<file path="config.mk">
export PLATFORM = sky130hd
export DESIGN_NAME = seq_divider
export DESIGN_NICKNAME = d
export VERILOG_FILES = /design/src/rtl/seq_divider_pkg.sv /design/src/rtl/div_step.sv /design/src/rtl/seq_divider.sv
export SDC_FILE = /design/constraint.sdc
export NUM_CORES = 1
export LEC_CHECK = 0
export ABC_AREA = 1
export CELL_PAD_IN_SITES_DETAIL_PLACEMENT = 1
export CELL_PAD_IN_SITES_GLOBAL_PLACEMENT = 1
export CORE_MARGIN = 3
export CORE_UTILIZATION = 45
export CTS_BUF_LIST = sky130_fd_sc_hd__clkbuf_16
export CTS_CLUSTER_DIAMETER = 100
export DETAILED_ROUTE_END_ITERATION = 8
export DONT_BUFFER_PORTS = 1
export GPL_TIMING_DRIVEN = 1
export MAX_ROUTING_LAYER = met4
export PLACE_DENSITY = 0.83
export SYNTH_ARGS = -nofsm -noshare
export SYNTH_HDL_FRONTEND = slang
export SYNTH_HIERARCHICAL = 1
export SYNTH_SLANG_ARGS = --single-unit
</file>
<file path="constraint.sdc">
create_clock -name clock -period 2.76 [get_ports clock]
set_input_delay 0.69 -clock clock [delete_from_list [all_inputs] [get_ports clock]]
set_output_delay 0.69 -clock clock [all_outputs]
set_load 0.1 [all_outputs]
</file>
<file path="src/rtl/seq_divider_pkg.sv">
// Shared definitions for the iterative signed divider: FSM encoding,
// default widths and the special operand values used for exception detection.
package seq_divider_pkg;

    localparam int DEF_WIDTH = 32;
    localparam int DEF_CNT_W = 6;

    localparam logic [DEF_WIDTH-1:0] INT_MIN = 32'h8000_0000;
    localparam logic [DEF_WIDTH-1:0] NEG_ONE = 32'hFFFF_FFFF;

    typedef enum logic [1:0] {
        ST_IDLE = 2'd0,
        ST_RUN  = 2'd1,
        ST_FIX  = 2'd2,
        ST_DONE = 2'd3
    } state_t;

endpackage

</file>
<file path="src/rtl/div_step.sv">
// One restoring shift-subtract step: shifts the next dividend bit into the
// partial remainder and keeps the difference only when it does not borrow.
module div_step
    import seq_divider_pkg::*;
#(
    parameter int WIDTH = DEF_WIDTH
) (
    input  logic [WIDTH-1:0] i_rem,
    input  logic             i_dvd_msb,
    input  logic [WIDTH:0]   i_div_mag,
    output logic [WIDTH-1:0] o_rem,
    output logic             o_q_bit
);

    logic [WIDTH:0] w_shift;
    logic [WIDTH:0] w_trial;

    assign w_shift = {i_rem, i_dvd_msb};

    // w_shift < 2*|B| <= 2^WIDTH, so the WIDTH+1-bit difference never
    // overflows and its top bit is a reliable sign.
    assign w_trial = w_shift + ~i_div_mag + (WIDTH+1)'(1);

    assign o_q_bit = ~w_trial[WIDTH];
    assign o_rem   = o_q_bit ? w_trial[WIDTH-1:0] : w_shift[WIDTH-1:0];

endmodule

</file>
<file path="src/rtl/seq_divider.sv">
// Iterative signed divider: 32 restoring steps on operand magnitudes, then a
// sign/exception fix-up cycle; fixed 33-cycle latency from start to done pulse.
module seq_divider
    import seq_divider_pkg::*;
#(
    parameter int WIDTH = DEF_WIDTH,
    parameter int CNT_W = DEF_CNT_W
) (
    input  logic             clock,
    input  logic             reset,
    input  logic             ctrl_DIV,
    input  logic [WIDTH-1:0] data_operandA,
    input  logic [WIDTH-1:0] data_operandB,
    output logic [WIDTH-1:0] data_result,
    output logic [WIDTH-1:0] data_remainder,
    output logic             data_exception,
    output logic             data_resultRDY,
    output logic             busy
);

    state_t r_state;
    state_t w_state_next;

    logic [CNT_W-1:0] r_cnt;
    logic [WIDTH-1:0] r_dvd;
    logic [WIDTH-1:0] r_rem;
    logic [WIDTH:0]   r_div_mag;
    logic [WIDTH-1:0] r_a_orig;
    logic             r_sign_a;
    logic             r_sign_b;
    logic             r_div_zero;
    logic             r_ovf;

    logic [WIDTH-1:0] r_result;
    logic [WIDTH-1:0] r_remainder;
    logic             r_exception;
    logic             r_rdy;

    logic [WIDTH:0]   w_a_ext;
    logic [WIDTH:0]   w_b_ext;
    logic [WIDTH:0]   w_a_mag;
    logic [WIDTH:0]   w_b_mag;
    logic [WIDTH-1:0] w_rem_next;
    logic             w_q_bit;
    logic             w_unused_a_mag_msb;

    // Magnitudes are formed one bit wider so that |INT_MIN| cannot wrap.
    assign w_a_ext = {data_operandA[WIDTH-1], data_operandA};
    assign w_b_ext = {data_operandB[WIDTH-1], data_operandB};
    assign w_a_mag = data_operandA[WIDTH-1] ? (~w_a_ext + (WIDTH+1)'(1)) : w_a_ext;
    assign w_b_mag = data_operandB[WIDTH-1] ? (~w_b_ext + (WIDTH+1)'(1)) : w_b_ext;

    // |A| <= 2^(WIDTH-1), so the extra bit of the dividend magnitude is always 0.
    assign w_unused_a_mag_msb = w_a_mag[WIDTH];

    div_step #(
        .WIDTH(WIDTH)
    ) u_step (
        .i_rem    (r_rem),
        .i_dvd_msb(r_dvd[WIDTH-1]),
        .i_div_mag(r_div_mag),
        .o_rem    (w_rem_next),
        .o_q_bit  (w_q_bit)
    );

    // NOTE: state registers use non-blocking assignments so every flop samples
    // pre-edge values; reset is synchronous and checked first so it wins.
    always_ff @(posedge clock) begin
        if (reset) begin
            r_state <= ST_IDLE;
        end else begin
            r_state <= w_state_next;
        end
    end

    // A start pulse restarts from any state, discarding the operation in flight.
    always_comb begin
        // NOTE: default first so every path assigns the output and no latch is inferred.
        w_state_next = r_state;
        if (ctrl_DIV) begin
            w_state_next = ST_RUN;
        end else begin
            case (r_state)
                ST_IDLE: w_state_next = ST_IDLE;
                ST_RUN:  w_state_next = (r_cnt == CNT_W'(WIDTH - 1)) ? ST_FIX : ST_RUN;
                ST_FIX:  w_state_next = ST_DONE;
                ST_DONE: w_state_next = ST_IDLE;
                default: w_state_next = ST_IDLE;
            endcase
        end
    end

    always_ff @(posedge clock) begin
        if (reset) begin
            r_cnt       <= '0;
            r_dvd       <= '0;
            r_rem       <= '0;
            r_div_mag   <= '0;
            r_a_orig    <= '0;
            r_sign_a    <= 1'b0;
            r_sign_b    <= 1'b0;
            r_div_zero  <= 1'b0;
            r_ovf       <= 1'b0;
            r_result    <= '0;
            r_remainder <= '0;
            r_exception <= 1'b0;
            r_rdy       <= 1'b0;
        end else begin
            r_rdy <= 1'b0;
            if (ctrl_DIV) begin
                r_a_orig   <= data_operandA;
                r_dvd      <= w_a_mag[WIDTH-1:0];
                r_div_mag  <= w_b_mag;
                r_sign_a   <= data_operandA[WIDTH-1];
                r_sign_b   <= data_operandB[WIDTH-1];
                r_div_zero <= (data_operandB == '0);
                r_ovf      <= (data_operandA == INT_MIN) && (data_operandB == NEG_ONE);
                r_rem      <= '0;
                r_cnt      <= '0;
            end else begin
                case (r_state)
                    ST_RUN: begin
                        // Dividend bits leave at the top while quotient bits enter at the bottom.
                        r_rem <= w_rem_next;
                        r_dvd <= {r_dvd[WIDTH-2:0], w_q_bit};
                        r_cnt <= r_cnt + CNT_W'(1);
                    end
                    ST_FIX: begin
                        r_rdy <= 1'b1;
                        if (r_div_zero) begin
                            r_result    <= '0;
                            r_remainder <= r_a_orig;
                            r_exception <= 1'b1;
                        end else if (r_ovf) begin
                            r_result    <= INT_MIN;
                            r_remainder <= '0;
                            r_exception <= 1'b1;
                        end else begin
                            r_result    <= (r_sign_a ^ r_sign_b) ? -r_dvd : r_dvd;
                            r_remainder <= r_sign_a ? -r_rem : r_rem;
                            r_exception <= 1'b0;
                        end
                    end
                    default: ;
                endcase
            end
        end
    end

    assign data_result    = r_result;
    assign data_remainder = r_remainder;
    assign data_exception = r_exception;
    assign data_resultRDY = r_rdy;
    assign busy           = (r_state == ST_RUN) || (r_state == ST_FIX);

endmodule

</file>
After elaboration in Yosys (flattened, before gate mapping)
Cells that the tools add are included.

storage, ports and cells
  bits in writable memories = 0
  latch bits = 0
  memories kept = 0
  ROM bits = 0
  bits of input ports = 67
  logic and storage cells = 59
  flip-flop bits (word level) = 207

cells by class
  shifts and indexed selects = 0
  magnitude comparators = 0
  equality and inequality tests = 6
  mux-type cells = 17
  $mul = 0
  bitwise gates (word level) = 6
  divide/modulo/power cells = 0
  add/subtract/negate cells = 7
  reduce and logical (&&, ||, !) cells = 8

operator list
  cell                   count
  $mux 32                10
  $add 33x1->33 const B  2
  $not 33->33            2
  $eq 32x32->1 const B   2
  $neg 32->32            2
  $add 33x33->33         1
  $mux 33                1
  $add 32x1->32 const B  1
  $logic_not 32->1       1
  $not 32->32            1
  $add 6x1->6 const B    1
  $eq 6x5->1 const B     1
  $pmux 2 s3             1
  $eq 2x2->1 const B     2
  $mux 1                 4
  $reduce_or 2->1        2
  $eq 2x1->1 const B     1
  $logic_not 2->1        1
  $mux 2                 1
  $not 1->1              2
  $reduce_and 2->1       1
  $reduce_bool 2->1      1
  $logic_and 1x1->1      1
  $logic_or 1x1->1       1
  $xor 1x1->1            1

Longest topological paths before layout
Gate-level depths: netlist of the first run.

  depth after elaboration = 6
  mapped depth = 19
  depth with buffers taken out = 18

Modules after synthesis
Netlist of the first run, hierarchy kept.

by module, submodules not included
  module       instances  area an instance (sq um)  seq. area each (sq um)  cells each
  seq_divider  1          11288.3                   4124.0                  1733
  div_step     1          3170.5                    0.0                     681

Worst setup path after synthesis of the first run
No wires, ideal clock.

  path type = register to register
  start point = register r_dvd[31]
  end point = register r_rem[18]
  data required time = 2.674 ns
  cell stages (with the launch flop) = 20
  slack = 0.453 ns
  path buffers = 1
  period minus slack after synthesis = 2.307 ns
  arrival = 2.221 ns
  cells stage by stage = dfxtp_1 -> inv_1 -> ha_1 -> fa_1 -> inv_1 -> nand2_1 -> nand2_1 -> nand3_1 -> nand2_2 -> nand2_1 -> nand2_2 -> nand2_2 -> nand2_2 -> nand2_2 -> nand2_4 -> buf_6 -> nand2_1 -> nand2_1 -> nor2_1 -> a211oi_1

on the way
  word-level cells in the longest chain between the ends = 3

ends and longest elaborated chain
  item                    RTL line            RTL
  from (decl)             seq_divider.sv:25   logic [WIDTH-1:0] r_dvd;
  from (signal assigned)  seq_divider.sv:112  r_dvd <= w_a_mag[WIDTH-1:0];
  from (signal assigned)  seq_divider.sv:125  r_dvd <= {r_dvd[WIDTH-2:0], w_q_bit};
  $add 33x33->33          div_step.sv:22      assign w_trial = w_shift + ~i_div_mag + (WIDTH+1)'(1);
  $add 33x1->33           div_step.sv:22
  $mux 32                 div_step.sv:25      assign o_rem = o_q_bit ? w_trial[WIDTH-1:0] : w_shift[WIDTH-1:0];
  via w_rem_next[18]      seq_divider.sv:43   logic [WIDTH-1:0] w_rem_next;
  to (signal assigned)    seq_divider.sv:124  r_rem <= w_rem_next;
  to (decl)               seq_divider.sv:26   logic [WIDTH-1:0] r_rem;

The timed path passes the listed nets, and every way through them passes these cells.
A chain may end at the register's enable or synchronous reset.

Worst setup path in the final report of the first run
  start point = register r_div_mag[9]
  end point = register r_rem[16]

on the way
  word-level cells in the longest chain between the ends = 4

ends and longest elaborated chain
  item                    RTL line            RTL
  from (decl)             seq_divider.sv:27   logic [WIDTH:0] r_div_mag;
  from (signal assigned)  seq_divider.sv:113  r_div_mag <= w_b_mag;
  $not 33->33             div_step.sv:22
  $add 33x33->33          div_step.sv:22
  $add 33x1->33           div_step.sv:22
  $mux 32                 div_step.sv:25
  via w_rem_next[16]      seq_divider.sv:43

The timed path passes the listed nets, and every way through them passes these cells.

==> flow_metrics.tcl, run 1 <==
set metrics [dict create \
    drive_gt1_share_pct 8.24 \
    die_w_um 185 \
    antenna_found_initial 0 \
    io_buffer_count 0 \
    max_stage_delay_ps 380 \
    ys_ff_latch 206 \
    startpoint_type "flop" \
    clk_latency_ps 520 \
    overflow 0 \
    track_usage_pct 32.6 \
    multi_input_area_um2 8880 \
    cts_tree "yes" \
    regArea_um2 4130 \
    synthesis.instances 2414 \
    yosysTopAreaCellShare_pct 28.5 \
    p_total_uw 9000 \
    max_freq_mhz 363 \
    syn_nets 2523 \
    p_leak_uw 0.00787 \
    avgSynthCellArea_um2 5.99 \
    worstSetupPathType "flop to flop" \
    n_antenna_cell 0 \
    synth-seq-area-share_pct 28.5 \
    path_buf_inv 2 \
    timing.hold.ws_ps 233 \
    cts-htree-levels 1 \
    ios 134 \
    relSlewSlack_pct 33.3 \
    slowest_stage "ha_1" \
    area_growth_syn_to_layout_pct 11.8 \
    ir_drop_uv 401 \
    finalCritPeriodShare_pct 99.9 \
    floorplan.die_area_um2 34300 \
    fillerInstances 4432 \
    wirelength_mm 57.6 \
    num_vias 16501 \
    synth_top_area_cell "dfxtp_1" \
    cap_violations 0 \
    finalCriticalPeriod_ps 2760 \
    clock_sinks 206 \
    synth-edff-count 0 \
    reg2reg_depth 16 \
    clk_pin_slew_worst_paths_ps 60 \
    hpwl_mm 43.1 \
    firstDrtPassIters 5 \
    critical_path_depth 16 \
    netlist_area_um2 14500 \
    fin_skew_ps 10.8 \
    cp_top_family "simple AND/OR/NAND/NOR gates" \
    fp-row-count 65 \
    routedWlPerCell_um 20.1 \
    grt_pass1_vias 16355 \
    layout.nets 2555 \
    grt_pass1_wl_mm 87.1 \
    hold_class "input port to flop" \
    crit_path_start "r_div_mag[9]" \
    rr_startpoint "r_div_mag[9]" \
    powerDensity_nw_per_um2 557 \
    cts_made_buffers 25 \
    core_um2 31600 \
    yosys-top-cells-count "nand2_1 (754), inv_1 (316), dfxtp_1 (206), a21oi_1 (199), nand3_1 (190)" \
    postRouteAntennaNets 0 \
    design_area_um2 16200 \
    setup_viol 0 \
    dieHeight_um 185 \
    synth_cell_types 52 \
    min_path_cells 1 \
    yosysWarningCount 6 \
    crit_chain "inv_1 -> ha_1 -> nand2_1 -> inv_2 -> nand2_1 -> nor2_1 -> nand2_1 -> nand2_2 -> nand2_4 -> nand2_4 -> nand2_8 -> nand2_8 -> nand2_1 -> nand2_1 -> nor2_1 -> a211oi_1" \
    cts_root_buf "clkbuf_16" \
    synth_most_common_cell "nand2_1" \
    r2r_slack_ps 4 \
    finalHoldViolations 0 \
    r2r_end "r_rem[16]" \
    crit_arrival_ps 3170 \
    endpoint_kind "flop" \
    crit_end "r_rem[16]" \
    viasPerCell 5.76 \
    start_util_pct 45.7 \
    cts_buffer_depth 3 \
    drc_errors 0 \
    worst_pin_slew_ps 998 \
    async_flop_share_pct 0 \
    synth_top_flop_cell "dfxtp_1" \
    post_dp_cell_area_um2 15200 \
    grt_max_degree 75 \
    status "finished, final reports clean" \
    synth.top_cells.by_area "dfxtp_1 (29%), nand2_1 (20%), inv_1 (8.2%)" \
    ctsHoldBuffers 0 \
    drtIter0Drc 1295 \
    final_max_slew_viol_count 0 \
    cp_max_fo 8 \
    cp_common_cell "nand2_1" \
    finalWeightedCongestion 0.935 \
    required_ps 3180 \
]
layout by cell type (no fill, tap or decap), types with 6 or more instances in the layout:
master	n
nand2_1	754
inv_1	320
dfxtp_1	205
a21oi_1	199
nand3_1	188
o21ai_0	187
nor2_1	176
buf_4	92
ha_1	41
xor2_1	40
nand4_1	34
nor3_1	28
clkbuf_16	25
a21boi_0	13
inv_2	11
nor2_2	10
nand2_2	10
clkinv_1	10
nand3b_1	8
nand2_8	8
o21ai_2	7
o21ai_1	7
o211ai_1	7
o21bai_1	7
nor2_4	6
nor4_1	6
metal layers:
metal	global-route usage, %	share of wire [%]
met1	42.3	44
met5	-	0
met4	8.85	3.3
met3	5.64	7.0
met2	52.7	46
how the worst min path moves through the flow:
stage	end	startpoint	slack [ps]
detailed placement	r_div_mag[12]	r_div_mag[12]	440
CTS	data_result[28]	reset	220
finish	r_dvd[29]	reset	230
floorplan	r_div_mag[12]	r_div_mag[12]	430
global placement	r_div_mag[32]	r_div_mag[32]	440
global route	data_result[27]	reset	220
final cells by class:
cell class / count / area share [%]
Clock buffer: 25 / 3.87
Inverter: 329 / 7.64
Timing Repair Buffer: 93 / 4.40
Sequential cell: 206 / 25.5
Tap cell: 402 / 3.11
Clock inverter: 19 / 0.550
Multi-Input combinational cell: 1791 / 54.9
state kept, by name (all words and copies together) (netlist names):
register / cells
data_exception: 1
data_remainder: 32
data_result: 32
data_resultRDY: 1
r_a_orig: 32
r_cnt: 6
r_div_mag: 33
r_div_zero: 1
r_dvd: 32
r_ovf: 1
r_rem: 32
r_sign_b: 1
r_state: 2
power breakdown:
part / total [uW] / switching, uW / internal (uW) / leakage (uW)
Combinational: 2770 / 1990 / 787 / 0.00582
Sequential: 3250 / 130 / 3120 / 0.00169
Clock: 2980 / 1350 / 1630 / 0.000366
Total: 9000 / 3460 / 5540 / 0.00787
cells by family after synthesis:
kind of cell	Yosys count	synth area share, %
and+or+nand+nor	1245	36.5
AOI/OAI and AO/OA	458	17.2
buffers and inverters	422	11.6
DFF	206	28.5
adders and majority gates	42	3.69
xor gates and xnor gates	41	2.48
stage by stage:
| step | utilization (%) | cells | TNS (ps) | worst slack [ps] |
|---|---|---|---|---|
| floorplan | - | 2414 | 0 | 453 |
| global placement | 48.1 | 2814 | 0 | 240 |
| detailed placement | 48.1 | 2814 | 0 | 43.5 |
| CTS | 50.4 | 2858 | 0 | 12.2 |
| global route | 51.1 | 2865 | -510 | -125 |
| finish | 51.1 | 2865 | 0 | 3.57 |
repair_timing:
item,4_1_cts,5_1_grt
buffers inserted,0,2
setup endpoints to repair,0,33
gates resized for setup,0,26
(Power assumes the default switching activity.)
==> run 2, diff against run 1 <==
--- a/config.mk
+++ b/config.mk
@@ -9,14 +9,14 @@
 export CELL_PAD_IN_SITES_DETAIL_PLACEMENT = 1
 export CELL_PAD_IN_SITES_GLOBAL_PLACEMENT = 1
 export CORE_MARGIN = 3
-export CORE_UTILIZATION = 45
+export CORE_UTILIZATION = 41
 export CTS_BUF_LIST = sky130_fd_sc_hd__clkbuf_16
 export CTS_CLUSTER_DIAMETER = 100
 export DETAILED_ROUTE_END_ITERATION = 8
 export DONT_BUFFER_PORTS = 1
 export GPL_TIMING_DRIVEN = 1
 export MAX_ROUTING_LAYER = met4
-export PLACE_DENSITY = 0.83
+export PLACE_DENSITY = 0.8
 export SYNTH_ARGS = -nofsm -noshare
 export SYNTH_HDL_FRONTEND = slang
 export SYNTH_HIERARCHICAL = 1
==> constraint.sdc (replaced) <==
create_clock -name clock -period 2.3 [get_ports clock]
set_input_delay 0.575 -clock clock [delete_from_list [all_inputs] [get_ports clock]]
set_output_delay 0.575 -clock clock [all_outputs]
set_load 0.1 [all_outputs]
==> run 2 against run 1 <==
The run now ends with setup timing left. Die area up 9.4%. Count of clock-buffer cells in the layout unchanged. Register-to-register slack worse by 240 ps. Highest routed layer unchanged. Global-route usage down 1.4 points. Maximum frequency increased by 8.5%. Clock skew about the same. First-iteration DRC count up 15%. Final area increased by 10%. Wire length is 6.6% higher. Sequential power increased by 20%. Core utilization grew 0.32 points. Final cell count up 5.5%.
==> flow_metrics.tcl, run 2 (synthesis gave the netlist of run 1 again) <==
set metrics [dict create \
    path_buf_inv 4 \
    grt_pass1_vias 17201 \
    endpoint_kind "flop" \
    max_freq_mhz 394 \
    cp_max_fo 7 \
    setup_viol 33 \
    multi_input_area_um2 9440 \
    post_dp_cell_area_um2 16100 \
    worst_pin_slew_ps 823 \
    ctsHoldBuffers 0 \
    largest_register_ff_count 33 \
    antenna_found_initial 0 \
    cts_made_buffers 25 \
    wirelength_mm 61.4 \
    required_ps 2720 \
    finalWeightedCongestion 0.992 \
    r2r_slack_ps -240 \
    cts_tree "yes" \
    min_from "reset" \
    fp-row-count 68 \
    hold_class "input port to flop" \
    fin_skew_ps 10.9 \
    cts-htree-levels 1 \
    ir_drop_uv 504 \
    drive_gt1_share_pct 17.2 \
    p_leak_uw 0.00852 \
    area_growth_syn_to_layout_pct 23.1 \
    design_area_um2 17800 \
    drc_errors 0 \
    finalCritPeriodShare_pct 110 \
    hpwl_mm 45.2 \
    num_vias 17060 \
    final_cell_mix "nand2_1 (687), inv_1 (307), dfxtp_1 (201), a21oi_1 (192), buf_4 (185)" \
    final_common_cell "nand2_1" \
    crit_arrival_ps 2960 \
    final_cells 3023 \
    cts_buffer_depth 3 \
    floorplan.die_area_um2 37600 \
    postRouteAntennaNets 0 \
    powerDensity_nw_per_um2 659 \
    firstDrtPassIters 5 \
    worstSetupPathType "flop to flop" \
    setup_tns_ps -3330 \
    clock_sinks 206 \
    dieHeight_um 194 \
    clk_latency_ps 530 \
    core_um2 34600 \
    ios 134 \
    n_antenna_cell 0 \
    regArea_um2 4130 \
    reg2reg_depth 17 \
    max_stage_delay_ps 320 \
    cp_top_family "simple AND/OR/NAND/NOR gates" \
    grt_pass1_wl_mm 93.4 \
    min_path_cells 1 \
    failed_checks "setup timing" \
    final_max_slew_viol_count 0 \
    cp_common_cell "nand2_1" \
    layout.nets 2659 \
    hold_end "data_result[30]" \
    io_buffer_count 0 \
    slowest_stage "dfxtp_1" \
    clk_pin_slew_worst_paths_ps 60 \
    finalHoldViolations 0 \
    viasPerCell 5.64 \
    overflow 0 \
    dp_cells 2957 \
    start_util_pct 41.8 \
    status "finished, violations left" \
    startpoint_type "flop" \
    worst_slack_ps -239 \
    rr_startpoint "r_div_mag[18]" \
    crit_chain "inv_2 -> ha_4 -> nand2_2 -> inv_1 -> nand2_1 -> nand2_1 -> nand2_1 -> nand2_1 -> a21oi_4 -> buf_4 -> nand3_4 -> nand2_8 -> buf_12 -> nand2_2 -> nand2_2 -> nor2_1 -> a211oi_1" \
    finalCriticalPeriod_ps 2540 \
    routedWlPerCell_um 20.3 \
    rsz0062_at_grt "yes" \
    relSlewSlack_pct 45.1 \
    track_usage_pct 31.2 \
    top_register "r_div_mag" \
    drtIter0Drc 1486 \
    cts_root_buf "clkbuf_16" \
    cap_violations 0 \
    die_w_um 194 \
    r2r_end "r_rem[13]" \
    grt_max_degree 75 \
    fillerInstances 4651 \
]
-- run 2: repair_timing --
| item | CTS | global route |
|---|---|---|
| setup endpoints to repair | 34 | 47 |
| cloned | 5 | 1 |
| gates resized for setup | 74 | 122 |
| pin swaps | 66 | 44 |
| setup buffers | 9 | 10 |
-- run 2: area by class of cell --
class                   count  share of cell area (%)
multi-input cells        1787                    53.0
flip-flops and latches    206                    23.2
repair buffers            201                    9.53
inverters                 329                    6.94
clock buffers              25                    3.51
well taps                 455                    3.20
clock inverters            20                   0.639
-- run 2: report_power, final --
part	internal [uW]	leakage, uW	switching, uW
Sequential	3740	0.00169	150
Clock	1990	0.000355	1690
Combinational	1480	0.00648	2700
Total	7200	0.00852	4530
-- run 2: routing by layer --
layer	global-route usage, %	share of wire [%]	up-vias
met5	-	0	-
met4	8.06	3.2	0
met3	4.85	6.6	122
met2	52.0	47	539
met1	39.7	43	8368
li1	-	-	8031
-- run 2: how the worst max path moves through the flow --
stage,from,endpoint,cells past startpoint
3_3_place_gp,r_div_mag[18],r_rem[19],14
4_1_cts,r_dvd[31],r_rem[7],20
2_1_floorplan,r_dvd[31],r_rem[18],19
6_report,r_div_mag[18],r_rem[13],17
5_1_grt,r_div_mag[15],r_rem[13],17
3_5_place_dp,r_dvd[31],r_rem[28],19
-- run 2: stage by stage --
| step | setup slack, ps | utilization, % | power, uW | hold slack [ps] |
|---|---|---|---|---|
| floorplan | 43.3 | - | 6220 | 426 |
| global placement | 2.13 | 46.4 | 7220 | 440 |
| detailed placement | -145 | 46.4 | 7360 | 445 |
| CTS | -131 | 50.0 | 11400 | 97.8 |
| global route | -403 | 51.4 | 12300 | 99.8 |
| finish | -239 | 51.4 | 11700 | 114 |
